### src/rtl/sga_uc_if.sv
// Snake Game Arcade control-unit bus.
// Groups the controller's status inputs (player controls and datapath flags)
// and its control outputs (datapath strobes, direction, status and debug state).
//   master : the control unit (sga_uc) - receives controls/flags, drives strobes
//   slave  : the environment/datapath  - drives controls/flags, receives strobes
interface sga_uc_if;
  // player controls and datapath status flags
  logic       start;
  logic       restart;
  logic [3:0] buttons;
  logic       render_finish;
  logic       apple_eaten;
  logic       collision;
  logic       size_full;
  // datapath strobes
  logic       clear_size;
  logic       load_size;
  logic       count_size;
  logic       render_clr;
  logic       render_count;
  logic       register_apple;
  logic       reset_apple;
  logic       move;
  // direction and game status
  logic [1:0] direction;
  logic       pronto;
  logic       ganhou;
  logic       perdeu;
  logic [3:0] db_estado;

  modport master (
    input  start, restart, buttons, render_finish, apple_eaten, collision, size_full,
    output clear_size, load_size, count_size, render_clr, render_count,
           register_apple, reset_apple, move, direction, pronto, ganhou, perdeu, db_estado
  );

  modport slave (
    output start, restart, buttons, render_finish, apple_eaten, collision, size_full,
    input  clear_size, load_size, count_size, render_clr, render_count,
           register_apple, reset_apple, move, direction, pronto, ganhou, perdeu, db_estado
  );
endinterface

### src/rtl/sga_uc.sv
// Snake Game Arcade control unit.
// Sequences the datapath: prepares a game, places apples, renders the snake,
// paces moves with a tick counter, latches the player's direction and decides
// grow / lose / win after every move.
// Ports:
//   clock : system clock, rising edge
//   reset : synchronous, active-low, highest priority
//   bus   : sga_uc_if.master - controls/flags in, strobes/status out
module sga_uc #(
  parameter int MOVE_PERIOD = 25_000_000
) (
  input  logic     clock,
  input  logic     reset,
  sga_uc_if.master bus
);

  localparam int TW = (MOVE_PERIOD > 1) ? $clog2(MOVE_PERIOD) : 1;
  localparam logic [TW-1:0] TICK_LAST = TW'(MOVE_PERIOD - 1);

  typedef enum logic [3:0] {
    INICIAL    = 4'd0,
    PREPARA    = 4'd1,
    NOVA_MACA  = 4'd2,
    ESPERA     = 4'd3,
    MOVE       = 4'd4,
    VERIFICA   = 4'd5,
    CRESCE     = 4'd6,
    RENDER_INI = 4'd7,
    RENDER     = 4'd8,
    PERDEU     = 4'd14,
    GANHOU     = 4'd15
  } state_t;

  state_t        state_r, state_next_s;
  logic [TW-1:0] tick_r, tick_next_s;
  logic [1:0]    dir_r, dir_next_s;

  logic clear_size_s, load_size_s, count_size_s, render_clr_s, render_count_s;
  logic register_apple_s, reset_apple_s, move_s;

  // True when exactly one button is pressed.
  function automatic logic is_onehot4(input logic [3:0] b);
    return (b != 4'd0) && ((b & (b - 4'd1)) == 4'd0);
  endfunction

  // Encode a one-hot button vector into a direction code.
  function automatic logic [1:0] btn_to_dir(input logic [3:0] b);
    logic [1:0] d;
    case (b)
      4'b0001: d = 2'b00;
      4'b0010: d = 2'b01;
      4'b0100: d = 2'b10;
      4'b1000: d = 2'b11;
      default: d = 2'b00;
    endcase
    return d;
  endfunction

  // Opposite directions share the axis bit [1] and differ in bit [0].
  function automatic logic is_reversal(input logic [1:0] cur, input logic [1:0] req);
    return (cur[1] == req[1]) && (cur[0] != req[0]);
  endfunction

  // Next-state, counter/direction update and Moore/Mealy strobe decode.
  always_comb begin
    state_next_s     = state_r;
    tick_next_s      = tick_r;
    dir_next_s       = dir_r;
    clear_size_s     = 1'b0;
    load_size_s      = 1'b0;
    count_size_s     = 1'b0;
    render_clr_s     = 1'b0;
    render_count_s   = 1'b0;
    register_apple_s = 1'b0;
    reset_apple_s    = 1'b0;
    move_s           = 1'b0;

    case (state_r)
      INICIAL: begin
        if (bus.start) state_next_s = PREPARA;
        else           state_next_s = INICIAL;
      end
      PREPARA: begin
        clear_size_s  = 1'b1;
        load_size_s   = 1'b1;
        reset_apple_s = 1'b1;
        render_clr_s  = 1'b1;
        dir_next_s    = 2'b00;
        tick_next_s   = '0;
        state_next_s  = NOVA_MACA;
      end
      NOVA_MACA: begin
        register_apple_s = 1'b1;
        state_next_s     = RENDER_INI;
      end
      ESPERA: begin
        // direction may change on the same edge that leaves for MOVE
        if (is_onehot4(bus.buttons) && !is_reversal(dir_r, btn_to_dir(bus.buttons))) begin
          dir_next_s = btn_to_dir(bus.buttons);
        end else begin
          dir_next_s = dir_r;
        end
        if (tick_r == TICK_LAST) begin
          tick_next_s  = '0;
          state_next_s = MOVE;
        end else begin
          tick_next_s  = tick_r + TW'(1);
          state_next_s = ESPERA;
        end
      end
      MOVE: begin
        move_s       = 1'b1;
        state_next_s = VERIFICA;
      end
      VERIFICA: begin
        if (bus.collision)        state_next_s = PERDEU;
        else if (bus.apple_eaten) state_next_s = CRESCE;
        else                      state_next_s = RENDER_INI;
      end
      CRESCE: begin
        count_size_s = 1'b1;
        // size_full reflects the size before this increment
        if (bus.size_full) state_next_s = GANHOU;
        else               state_next_s = NOVA_MACA;
      end
      RENDER_INI: begin
        render_clr_s = 1'b1;
        state_next_s = RENDER;
      end
      RENDER: begin
        render_count_s = ~bus.render_finish;
        if (bus.render_finish) state_next_s = ESPERA;
        else                   state_next_s = RENDER;
      end
      PERDEU, GANHOU: begin
        if (bus.start) state_next_s = PREPARA;
        else           state_next_s = state_r;
      end
      default: begin
        state_next_s = INICIAL;
      end
    endcase

    // restart overrides only the next state; this cycle's strobes stand
    case (state_r)
      PREPARA, NOVA_MACA, ESPERA, MOVE, VERIFICA, CRESCE, RENDER_INI, RENDER: begin
        if (bus.restart) state_next_s = PREPARA;
        else             state_next_s = state_next_s;
      end
      default: begin
        state_next_s = state_next_s;
      end
    endcase
  end

  // State, tick counter and direction registers with synchronous reset.
  always_ff @(posedge clock) begin
    if (!reset) begin
      state_r <= INICIAL;
      tick_r  <= '0;
      dir_r   <= 2'b00;
    end else begin
      state_r <= state_next_s;
      tick_r  <= tick_next_s;
      dir_r   <= dir_next_s;
    end
  end

  assign bus.clear_size     = clear_size_s;
  assign bus.load_size      = load_size_s;
  assign bus.count_size     = count_size_s;
  assign bus.render_clr     = render_clr_s;
  assign bus.render_count   = render_count_s;
  assign bus.register_apple = register_apple_s;
  assign bus.reset_apple    = reset_apple_s;
  assign bus.move           = move_s;
  assign bus.direction      = dir_r;
  assign bus.pronto         = (state_r == INICIAL) || (state_r == PERDEU) || (state_r == GANHOU);
  assign bus.ganhou         = (state_r == GANHOU);
  assign bus.perdeu         = (state_r == PERDEU);
  assign bus.db_estado      = state_r;

endmodule

### src/flat_wrapper.sv
// flat-port wrapper written by rule: the top's interface ports become plain ports
module sga_uc_flat 
#(
  parameter int MOVE_PERIOD = 25_000_000
)
  (clock, reset, bus_start, bus_restart, bus_buttons, bus_render_finish, bus_apple_eaten, bus_collision, bus_size_full, bus_clear_size, bus_load_size, bus_count_size, bus_render_clr, bus_render_count, bus_register_apple, bus_reset_apple, bus_move, bus_direction, bus_pronto, bus_ganhou, bus_perdeu, bus_db_estado);
  sga_uc_if bus_i ();
  input  logic clock;
  input  logic reset;
  input wire logic [$bits(bus_i.start)-1:0] bus_start;
  input wire logic [$bits(bus_i.restart)-1:0] bus_restart;
  input wire logic [$bits(bus_i.buttons)-1:0] bus_buttons;
  input wire logic [$bits(bus_i.render_finish)-1:0] bus_render_finish;
  input wire logic [$bits(bus_i.apple_eaten)-1:0] bus_apple_eaten;
  input wire logic [$bits(bus_i.collision)-1:0] bus_collision;
  input wire logic [$bits(bus_i.size_full)-1:0] bus_size_full;
  output wire logic [$bits(bus_i.clear_size)-1:0] bus_clear_size;
  output wire logic [$bits(bus_i.load_size)-1:0] bus_load_size;
  output wire logic [$bits(bus_i.count_size)-1:0] bus_count_size;
  output wire logic [$bits(bus_i.render_clr)-1:0] bus_render_clr;
  output wire logic [$bits(bus_i.render_count)-1:0] bus_render_count;
  output wire logic [$bits(bus_i.register_apple)-1:0] bus_register_apple;
  output wire logic [$bits(bus_i.reset_apple)-1:0] bus_reset_apple;
  output wire logic [$bits(bus_i.move)-1:0] bus_move;
  output wire logic [$bits(bus_i.direction)-1:0] bus_direction;
  output wire logic [$bits(bus_i.pronto)-1:0] bus_pronto;
  output wire logic [$bits(bus_i.ganhou)-1:0] bus_ganhou;
  output wire logic [$bits(bus_i.perdeu)-1:0] bus_perdeu;
  output wire logic [$bits(bus_i.db_estado)-1:0] bus_db_estado;
  assign bus_i.start = bus_start;
  assign bus_i.restart = bus_restart;
  assign bus_i.buttons = bus_buttons;
  assign bus_i.render_finish = bus_render_finish;
  assign bus_i.apple_eaten = bus_apple_eaten;
  assign bus_i.collision = bus_collision;
  assign bus_i.size_full = bus_size_full;
  assign bus_clear_size = bus_i.clear_size;
  assign bus_load_size = bus_i.load_size;
  assign bus_count_size = bus_i.count_size;
  assign bus_render_clr = bus_i.render_clr;
  assign bus_render_count = bus_i.render_count;
  assign bus_register_apple = bus_i.register_apple;
  assign bus_reset_apple = bus_i.reset_apple;
  assign bus_move = bus_i.move;
  assign bus_direction = bus_i.direction;
  assign bus_pronto = bus_i.pronto;
  assign bus_ganhou = bus_i.ganhou;
  assign bus_perdeu = bus_i.perdeu;
  assign bus_db_estado = bus_i.db_estado;
  sga_uc #(.MOVE_PERIOD(MOVE_PERIOD)) u_core (.clock(clock), .reset(reset), .bus(bus_i));
endmodule
### config.mk
export PLATFORM = sky130hd
export DESIGN_NAME = sga_uc_flat
export DESIGN_NICKNAME = d
export VERILOG_FILES = /design/src/rtl/sga_uc_if.sv /design/src/rtl/sga_uc.sv /design/src/flat_wrapper.sv
export SDC_FILE = /design/constraint.sdc
export NUM_CORES = 1
export LEC_CHECK = 0
export ABC_CLOCK_PERIOD_IN_PS = 4800
export BUFFER_PORTS_ARGS = -buffer_cell sky130_fd_sc_hd__buf_2
export CAP_MARGIN = 40
export CORE_AREA = 2 2 64 66
export DETAILED_ROUTE_END_ITERATION = 10
export DIE_AREA = 0 0 66 68
export PLACE_DENSITY = 0.79
export SYNTH_ARGS = -nofsm -noshare
export SYNTH_HDL_FRONTEND = slang
export SYNTH_SLANG_ARGS = --single-unit
### constraint.sdc
create_clock -name clock -period 4.8 [get_ports clock]
set_input_delay 1.44 -clock clock [delete_from_list [all_inputs] [get_ports clock]]
set_output_delay 1.44 -clock clock [all_outputs]
set_load 0.01 [all_outputs]
# Yosys cells after proc, flatten, opt, wreduce, memory -nomap -nowiden
# Index checks and enable logic that the tools add are counted.
[classes]
n_addsub = 2
n_eq_ne = 17
muxes = 22
n_bitwise = 2
reduce_logical = 14
[op_table]
columns = ["operator", "count"]
rows = [
  ["25-bit case mux with 2 select lines", 1],
  ["4-bit case mux with 10 select lines", 1],
  ["25-bit by 1-bit adder with 25-bit output, second input constant", 1],
  ["25-bit equality test, second input constant", 1],
  ["25-bit two-way mux", 1],
  ["4-bit two-way mux", 6],
  ["4-bit by 3-bit equality test with 1-bit output, second input constant", 5],
  ["4-bit equality test, second input constant", 4],
  ["4-bit by 2-bit equality test with 1-bit output, second input constant", 3],
  ["4-bit zero test", 2],
  ["1-bit two-way mux", 8],
  ["8-bit OR reduction", 1],
  ["2-bit case mux with 3 select lines", 1],
  ["4-bit AND", 1],
  ["4-bit by 1-bit equality test with 1-bit output, second input constant", 1],
  ["2-bit two-way mux", 2],
  ["2-bit case mux with 2 select lines", 1],
  ["4-bit nonzero test", 1],
  ["2-bit OR reduction", 2],
  ["4-bit by 1-bit subtractor with 4-bit output, second input constant", 1],
  ["1-bit logical AND", 3],
  ["3-bit two-way mux", 1],
  ["1-bit logical OR", 2],
  ["2-bit by 1-bit != test with 1-bit output, second input constant", 1],
  ["other kinds (6)", 6],
]
[totals]
register_bits = 31
inputBits = 12
out_inout_bits = 17
word_cells = 60

# Longest topological paths before layout
# Gate-level depths: netlist of the first run.
[depth]
word_depth = 9
depth_mapped = 7

# Worst setup path before layout of the first run
# OpenSTA, ideal clock, no wires.
[synth_timing]
path_type = "input to output"
start = "input port bus_render_finish"
end = "output port bus_render_count"
arrival_ns = 1.641
required_time_ns = 3.360
slack_ns = 1.719
path_stages = 1
n_path_buf = 0
path_cell_list = "nor2_1"
[synth_between]
elab_chain_len = 2
[synth_lines]
columns = ["element", "line", "text"]
rows = [
  ["start: declaration", "flat_wrapper.sv:13", "input wire logic [$bits(bus_i.render_finish)-1:0] bus_render_finish;"],
  ["1-bit inverter", "sga_uc.sv:131", "render_count_s = ~bus.render_finish;"],
  ["1-bit two-way mux", "sga_uc.sv:78", "case (state_r)"],
  ["end: declaration", "flat_wrapper.sv:21", "output wire logic [$bits(bus_i.render_count)-1:0] bus_render_count;"],
]
# Every way passes these cells.

# Worst setup path in the final report of the first run
# Ends and elaborated chain as after synthesis.

==> results of run 1 <==
-- layer usage --
layer  share of wire  vias up  wire (um)  track usage
met1            0.49      919       2150        0.302
met4          0.0065        0         29       0.0638
met5               0        -          0            0
li1                -     1007          -            -
met3           0.038        4        170       0.0543
met2            0.47       31       2080        0.336
-- report_power, final --
group,total (mW),switching [mW],internal (mW)
clock network,0.226,0.0957,0.131
logic,0.277,0.163,0.114
registers,0.327,0.0565,0.270
-- cell usage in the layout (no fill, tap or decap), drive strengths merged, types with 6 or more instances in the layout --
master | netlist | layout
dfxtp | 31 | 31
buf | 8 | 29
nor2 | 23 | 23
nand2 | 23 | 23
a21oi | 20 | 20
a31oi | 17 | 17
nand3 | 15 | 15
o21ai | 12 | 12
nor3 | 11 | 11
nand4 | 11 | 11
clkbuf | 9 | 8
nor4 | 7 | 7
nand2b | 6 | 6
inv | 6 | 6
-- kinds of logic after synthesis --
logic type	Yosys count	synth area share
AO/OA/AOI/OAI	71	0.222
buffers and inverters	23	0.0554
AND/OR/NAND/NOR	121	0.344
adder cells (fa/ha/maj)	1	0.00623
multiplexers	4	0.0199
flip-flops	31	0.309
XOR/XNOR	10	0.0436
-- cells in the mapped netlist, drive strengths merged, types with 2 or more instances --
| library cell | count | share of area |
|---|---|---|
| buf | 8 | 0.022 |
| o21a | 2 | 0.0075 |
| xor2 | 5 | 0.022 |
| and3 | 5 | 0.016 |
| a31oi | 17 | 0.053 |
| and3b | 2 | 0.0087 |
| nor2 | 23 | 0.044 |
| o211ai | 2 | 0.0075 |
| dfxtp | 31 | 0.31 |
| nor4 | 7 | 0.032 |
| o31ai | 2 | 0.0075 |
| o21ai | 12 | 0.030 |
| a22oi | 2 | 0.0075 |
| nand2 | 23 | 0.044 |
| nor2b | 5 | 0.016 |
| and4 | 3 | 0.014 |
| a21oi | 20 | 0.052 |
| mux2i | 4 | 0.020 |
| nor3 | 11 | 0.027 |
| clkbuf | 9 | 0.022 |
| nand4 | 11 | 0.044 |
| nand2b | 6 | 0.019 |
| o22ai | 4 | 0.012 |
| nand3 | 15 | 0.037 |
| inv | 6 | 0.011 |
| and2 | 3 | 0.0093 |
| a21boi | 3 | 0.011 |
| o22a | 2 | 0.0087 |
| xnor2 | 5 | 0.022 |
-- metrics by stage --
step                      setup WS (ns)  hold WS (ns)   util  std cells  power [mW]
after floorplan                    1.72         0.432      -        261       0.542
after global placement             1.56         0.459  0.551        322       0.599
after detailed placement           1.54         0.458  0.555        323       0.609
after CTS                          1.54         0.470  0.580        331       0.834
after global routing               1.41         0.496  0.580        331       0.886
final                              1.55         0.467  0.580        331       0.830
-- state kept, by name, summed over array words and instances, names as in the netlist --
signal and cells:
u_core.bus.direction 2, u_core.tick_r 25, u_core.bus.db_estado 4
-- worst max path at each step --
stage	start	to	slack, ns	cells after the start
global placement	bus_render_finish	bus_render_count	1.56	3
detailed placement	bus_render_finish	bus_render_count	1.54	3
floorplan	bus_render_finish	bus_render_count	1.72	1
finish	bus_render_finish	bus_render_count	1.55	3
CTS	bus_render_finish	bus_render_count	1.54	3
global route	u_core.bus.db_estado[3]$_SDFF_PN0_	bus_reset_apple	1.41	4
-- layout make-up --
class                   count  area [um2]
multi-input cells         207        1280
repair buffers             29         155
clock buffers               8         100
inverters                   6        22.5
fillers                   374        1620
well taps                  50        62.6
flip-flops and latches     31         621
==> implementation parameters, run 1 <==
Parameter                              Value

Detailed routing
  Via-per-instance ratio ... approximately 5.9
  Antenna-violating nets left ... 0
  Vias after detailed routing ... slightly below 2000
  DRT Pass-1 Iters ... 6
  Number of DRC markers after the initial detailed-route iteration ... between 90 and 100
  DRC Markers ... 0
  Post-Route WL ... around 4400 um
  Wirelength per Cell ... 13.4 um

Yosys
  Post-synthesis sequential area ratio ... 0.309
  Yosys warning total ... 0
  Share of synthesized registers carrying an async set or reset ... 0
  Main synth FF type ... dfxtp_1
  Number of nets produced by synthesis ... around 270
  Cell Area, Synth ... approximately 2000 um2
  Register bit count reported by yosys ... 31
  Number of instances in the synthesized netlist ... 261
  Number of flops mapped to enable cells by yosys ... 0
  Mean post-synth cell area ... between 7 and 8 um2
  Unique cell type count in the Yosys netlist ... between 50 and 60

Cells and area
  Count of nets after finishing ... 293
  Post-route design area ... around 2200 um2
  Area growth from synthesis to layout ... 11.4%
  Fraction of layout instances using a drive strength above 1 ... 0.174
  Diode count ... 0

Hold path
  Hold_sp ... u_core.tick_r[20]$_SDFFE_PN0P_
  Endpoint of the worst hold-timing path ... u_core.tick_r[20]$_SDFFE_PN0P_
  Worst hold stages ... 1
  Hold Crit Class ... reg2reg

Worst setup path
  Worst-path maximum fanout ... 2
  Worst reg-to-reg path cell count ... 5
  Type of the worst setup path ... in2out
  Critical Path Sink Type ... output port
  Setup slack on the worst flop-to-flop path ... around 2.5 ns
  Highest cell delay on the worst timing path ... around 0.15 ns
  Number of buffers and inverters on the critical path ... 2
  CP delay by family, top ... buffers and inverters
  FF-to-FF End ... u_core.tick_r[16]$_SDFFE_PN0P_
  Worst EP required ... around 3.4 ns
  Sort of element at the start of the critical path ... input pin
  Arrival time reported for the critical path endpoint ... ~1.8 ns
  Crit-path cells ... buf_2 > nor2_1 > buf_2
  Most frequent CP cell ... buf_2
  Slowest-stage cell, CP ... buf_2
  FF-to-FF Start ... u_core.bus.db_estado[0]$_SDFF_PN0_

CTS
  Clock slew at reported path FFs ... ~0.06 ns
  Clock Root Buffer ... clkbuf_8
  Post-CTS sizing ... 0
  Clock tree from TritonCTS ... yes
  Num CTS Buffers ... 5
  Clock latency of the later-clocked register in the worst-skew pair ... 0.29 ns
  # clock sinks ... 31
  Total of hold buffers inserted after clock tree synthesis ... 0
  Number of buffers inserted by post-CTS setup repair ... 0
  Htree depth ... 2
  CTS Buffer Depth ... 2

Timing
  Setup repair after global routing missed its margin ... false
  Fmax ... between 300 and 400 MHz
  Max-slew violation count ... 0
  Period minus WS final ... 3.25 ns
  Final cycle utilization of the critical path ... 0.678
  Setup violation total in the final timing report ... 0
  Maximum clock skew at final layout ... 0.00796 ns
  Post-Route Setup TNS ... 0 ns
  Hold violation count in the final report ... 0
  Measured slew at the worst slew-check pin ... ~0.77 ns
  Tightest slew margin relative to the limit ... 0.487

Die
  Number of primary I/O pins ... 29
  Die Y-Extent ... approximately 70 um
  Core footprint ... 3860 um2
  Initial standard-cell utilization of the core ... 0.521
  Number of rows in the core area ... 23
  Die Outline Area ... ~4500 um2
  Die X ... roughly 66 um

Placement
  Gpl congestion ... 0.819
  Final HPWL DP ... 3170 um
  Placed cell area ... 2140 um2
  Buffers added on ports ... 28

GRT
  Largest net degree at the start of global routing ... 25
  Vias in the first global route ... 1664
  All-Layer GR Usage ... 0.217
  Total gr overflow ... 0
  Global-route wire length before repair ... 7620 um
  Number of antenna violations at the first check in global routing ... 0

Power and ir drop
  Worst vdd ir ... ~0.26 mV
  LEAKAGE ... between 0.8 and 0.9 nW
  PD cells ... roughly 370 nW/um2

Status
  Result of the run ... finished clean

Flow run
  Number of violations of the max-capacitance limit ... 0
(Power assumes the default switching activity.)
==> run 2, diff against run 1 <==
ABC_CLOCK_PERIOD_IN_PS = 3400   (was 4800)
clock period = 3.4 ns   (was 4.8 ns; I/O delays follow)
==> run 2 against run 1 <==
Against the previous run: first-iteration DRC count rose by 32%; global-route usage increased by 1.1 points; combinational power up 49%; core utilization is 0.42 points lower; clock power rose by 24%; wire length grew 4.3%; largest power group unchanged; worst setup slack lost 0.89 ns; highest routed layer unchanged; worst hold slack gained 0.0073 ns; critical path depth rose by 1; critical path type is now reg2out; via count rose by 0.76%; design area shrank 0.73%; non-clock buffer count is 1 higher.
==> implementation parameters, run 2 (synthesis gave the netlist of run 1 again) <==
Parameter                              Value

Cells and area
  Diode count ... 0 (unchanged)
  Most common cell after layout, fill and taps aside ... dfxtp_1
  Area growth from synthesis to layout ... 10.6%
  Post-route insts no fill ... 332 (+0.30%)
  Post-route design area ... 2220 um2 (-0.73%)
  Fraction of layout instances using a drive strength above 1 ... 0.181 (+0.00647)
  Filler instances ... 367 (-1.9%)
  Largest register FFs ... 25 (unchanged)
  Register with the highest flop count ... u_core.tick_r
  Count of nets after finishing ... 294 (+0.34%)
  Leading cell types in the layout, fill and taps excluded ... 31 x dfxtp_1, 28 x buf_2, 22 x nor2_1, 22 x nand2_1, 19 x a21oi_1
  Final core area utilization ... 0.576 (-0.00422)

CTS
  Clock slew at reported path FFs ... 0.06 ns (about the same)
  Total of hold buffers inserted after clock tree synthesis ... 0 (unchanged)
  Clock tree from TritonCTS ... yes
  Htree depth ... 2 (unchanged)
  # clock sinks ... 31 (unchanged)
  Number of buffers inserted by post-CTS setup repair ... 0 (unchanged)
  Clock Root Buffer ... clkbuf_8
  Num CTS Buffers ... 5 (unchanged)
  CTS Buffer Depth ... 2 (unchanged)
  Post-CTS sizing ... 0 (unchanged)
  Clock latency of the later-clocked register in the worst-skew pair ... 0.29 ns (about the same)

Placement
  Gpl congestion ... 0.820 (+0.13%)
  Buffers added on ports ... 28 (unchanged)
  Final HPWL DP ... 3300 um (+4.0%)
  Placed cell count ... 324 (+0.31%)
  Placed cell area ... 2140 um2 (unchanged)
  Post-placement worst setup slack ... 0.809 ns (-0.733 ns)

Timing
  Post-Route Setup TNS ... 0 ns (unchanged)
  Fmax ... 365 MHz
  Maximum clock skew at final layout ... 0.00910 ns (+0.00114 ns)
  Tightest slew margin relative to the limit ... 0.513 (+0.0253)
  Final cycle utilization of the critical path ... 0.806
  Setup violation total in the final timing report ... 0 (unchanged)
  Setup repair after global routing missed its margin ... false
  Fin Hold WS ... 0.474 ns (+0.00734 ns)
  Period minus WS final ... 2.74 ns
  Measured slew at the worst slew-check pin ... 0.725 ns (-0.0430 ns)
  Post-route worst setup slack ... 0.660 ns (-0.886 ns)
  Max-slew violation count ... 0 (unchanged)
  Hold violation count in the final report ... 0 (unchanged)

Worst setup path
  Slowest-stage cell, CP ... dfxtp_1
  Worst-path maximum fanout ... 20 (+18)
  Arrival time reported for the critical path endpoint ... 1.72 ns (-0.09 ns)
  Sort of element at the start of the critical path ... flip-flop
  Most frequent CP cell ... nor2_1
  Worst EP required ... 2.38 ns (-0.98 ns)
  Setup slack on the worst flop-to-flop path ... 1.03 ns (-1.42 ns)
  FF-to-FF End ... u_core.tick_r[16]$_SDFFE_PN0P_
  Crit-path cells ... nor2_1 > nand2_1 > nor2_1 > buf_2
  Highest cell delay on the worst timing path ... 0.71 ns (+0.56 ns)
  Worst reg-to-reg path cell count ... 5 (unchanged)
  FF-to-FF Start ... u_core.bus.db_estado[0]$_SDFF_PN0_
  Type of the worst setup path ... reg2out
  Critical Path Sink Type ... output port

Die
  Die X ... 66 um (unchanged)
  Initial standard-cell utilization of the core ... 0.521 (unchanged)
  Die Y-Extent ... 68 um (unchanged)
  Number of primary I/O pins ... 29 (unchanged)
  Number of rows in the core area ... 23 (unchanged)
  Core footprint ... 3860 um2 (unchanged)
  Die Outline Area ... 4490 um2 (unchanged)

Detailed routing
  Vias after detailed routing ... 1976 (+0.76%)
  Wirelength per Cell ... 13.9 um (+3.9%)
  Antenna-violating nets left ... 0 (unchanged)
  Number of DRC markers after the initial detailed-route iteration ... 128 (+32%)
  Via-per-instance ratio ... 5.95 (+0.46%)
  DRC Markers ... 0 (unchanged)
  DRT Pass-1 Iters ... 5 (-1)
  Post-Route WL ... 4620 um (+4.3%)

Hold path
  Hold Crit Class ... reg2reg
  Worst hold stages ... 1 (unchanged)
  Endpoint of the worst hold-timing path ... u_core.tick_r[20]$_SDFFE_PN0P_
  Hold_sp ... u_core.tick_r[20]$_SDFFE_PN0P_

GRT
  Largest net degree at the start of global routing ... 21 (-16%)
  Total gr overflow ... 0 (unchanged)
  Number of antenna violations at the first check in global routing ... 0 (unchanged)
  Global-route wire length before repair ... 7860 um (+3.2%)
  All-Layer GR Usage ... 0.228 (+0.0112)
  Vias in the first global route ... 1694 (+1.8%)

Power and ir drop
  PD cells ... 513 nW/um2 (+39%)
  Worst vdd ir ... 0.463 mV (+76%)
  LEAKAGE ... 0.825 nW (about the same)
  Overall power consumption ... 1.14 mW (+38%)

Flow run
  Number of violations of the max-capacitance limit ... 0 (unchanged)

Status
  Result of the run ... finished clean
## run 2: cell types whose count changed in the layout (fill, tap and decap cells not counted)
cell,delta
clkbuf_8,-2
clkbuf_1,-1
clkinv_2,+3
buf_4,+2
buf_8,-1
## run 2: report_power, final
group	switching, mW	internal (mW)	leakage, nW
clock	0.140	0.140	0.0477
combinational	0.247	0.167	0.527
sequential	0.0659	0.381	0.250
total	0.453	0.688	0.825
## run 2: routing by layer
| layer | vias up | part of all wire | GRT usage |
|---|---|---|---|
| li1 | 1015 | - | - |
| met1 | 925 | 0.48 | 0.305 |
| met2 | 30 | 0.47 | 0.369 |
| met3 | 6 | 0.033 | 0.0543 |
| met4 | 0 | 0.013 | 0.0689 |
| met5 | - | 0 | 0 |
## run 2: worst max path at each step
| stage | from | end | slack, ns | cells past startpoint |
|---|---|---|---|---|
| after floorplan | bus_buttons[1] | u_core.bus.direction[0]$_SDFFE_PN0P_ | 0.95 | 6 |
| after global placement | bus_buttons[1] | u_core.bus.direction[1]$_SDFFE_PN0P_ | 0.93 | 6 |
| after detailed placement | bus_buttons[1] | u_core.bus.direction[1]$_SDFFE_PN0P_ | 0.81 | 6 |
| after CTS | u_core.bus.db_estado[3]$_SDFF_PN0_ | bus_reset_apple | 0.66 | 4 |
| after global routing | u_core.bus.db_estado[3]$_SDFF_PN0_ | bus_reset_apple | 0.47 | 4 |
| final | u_core.bus.db_estado[3]$_SDFF_PN0_ | bus_reset_apple | 0.66 | 4 |
## run 2: critical path: cells and delay by family (launching register included)
family        cells  cell delay (ns)
simple gates      3             0.56
flops             1             0.71
buf+inv           1             0.16
## run 2: area by class of cell
| type | count | area (um2) | share of cell area |
|---|---|---|---|
| inverters | 6 | 22.5 | 0.0101 |
| clock buffers | 5 | 68.8 | 0.0310 |
| repair buffers | 30 | 155 | 0.0698 |
| multi-input cells | 207 | 1280 | 0.575 |
| flip-flops and latches | 31 | 621 | 0.279 |
| clock inverters | 3 | 15.0 | 0.00676 |
| well taps | 50 | 62.6 | 0.0282 |
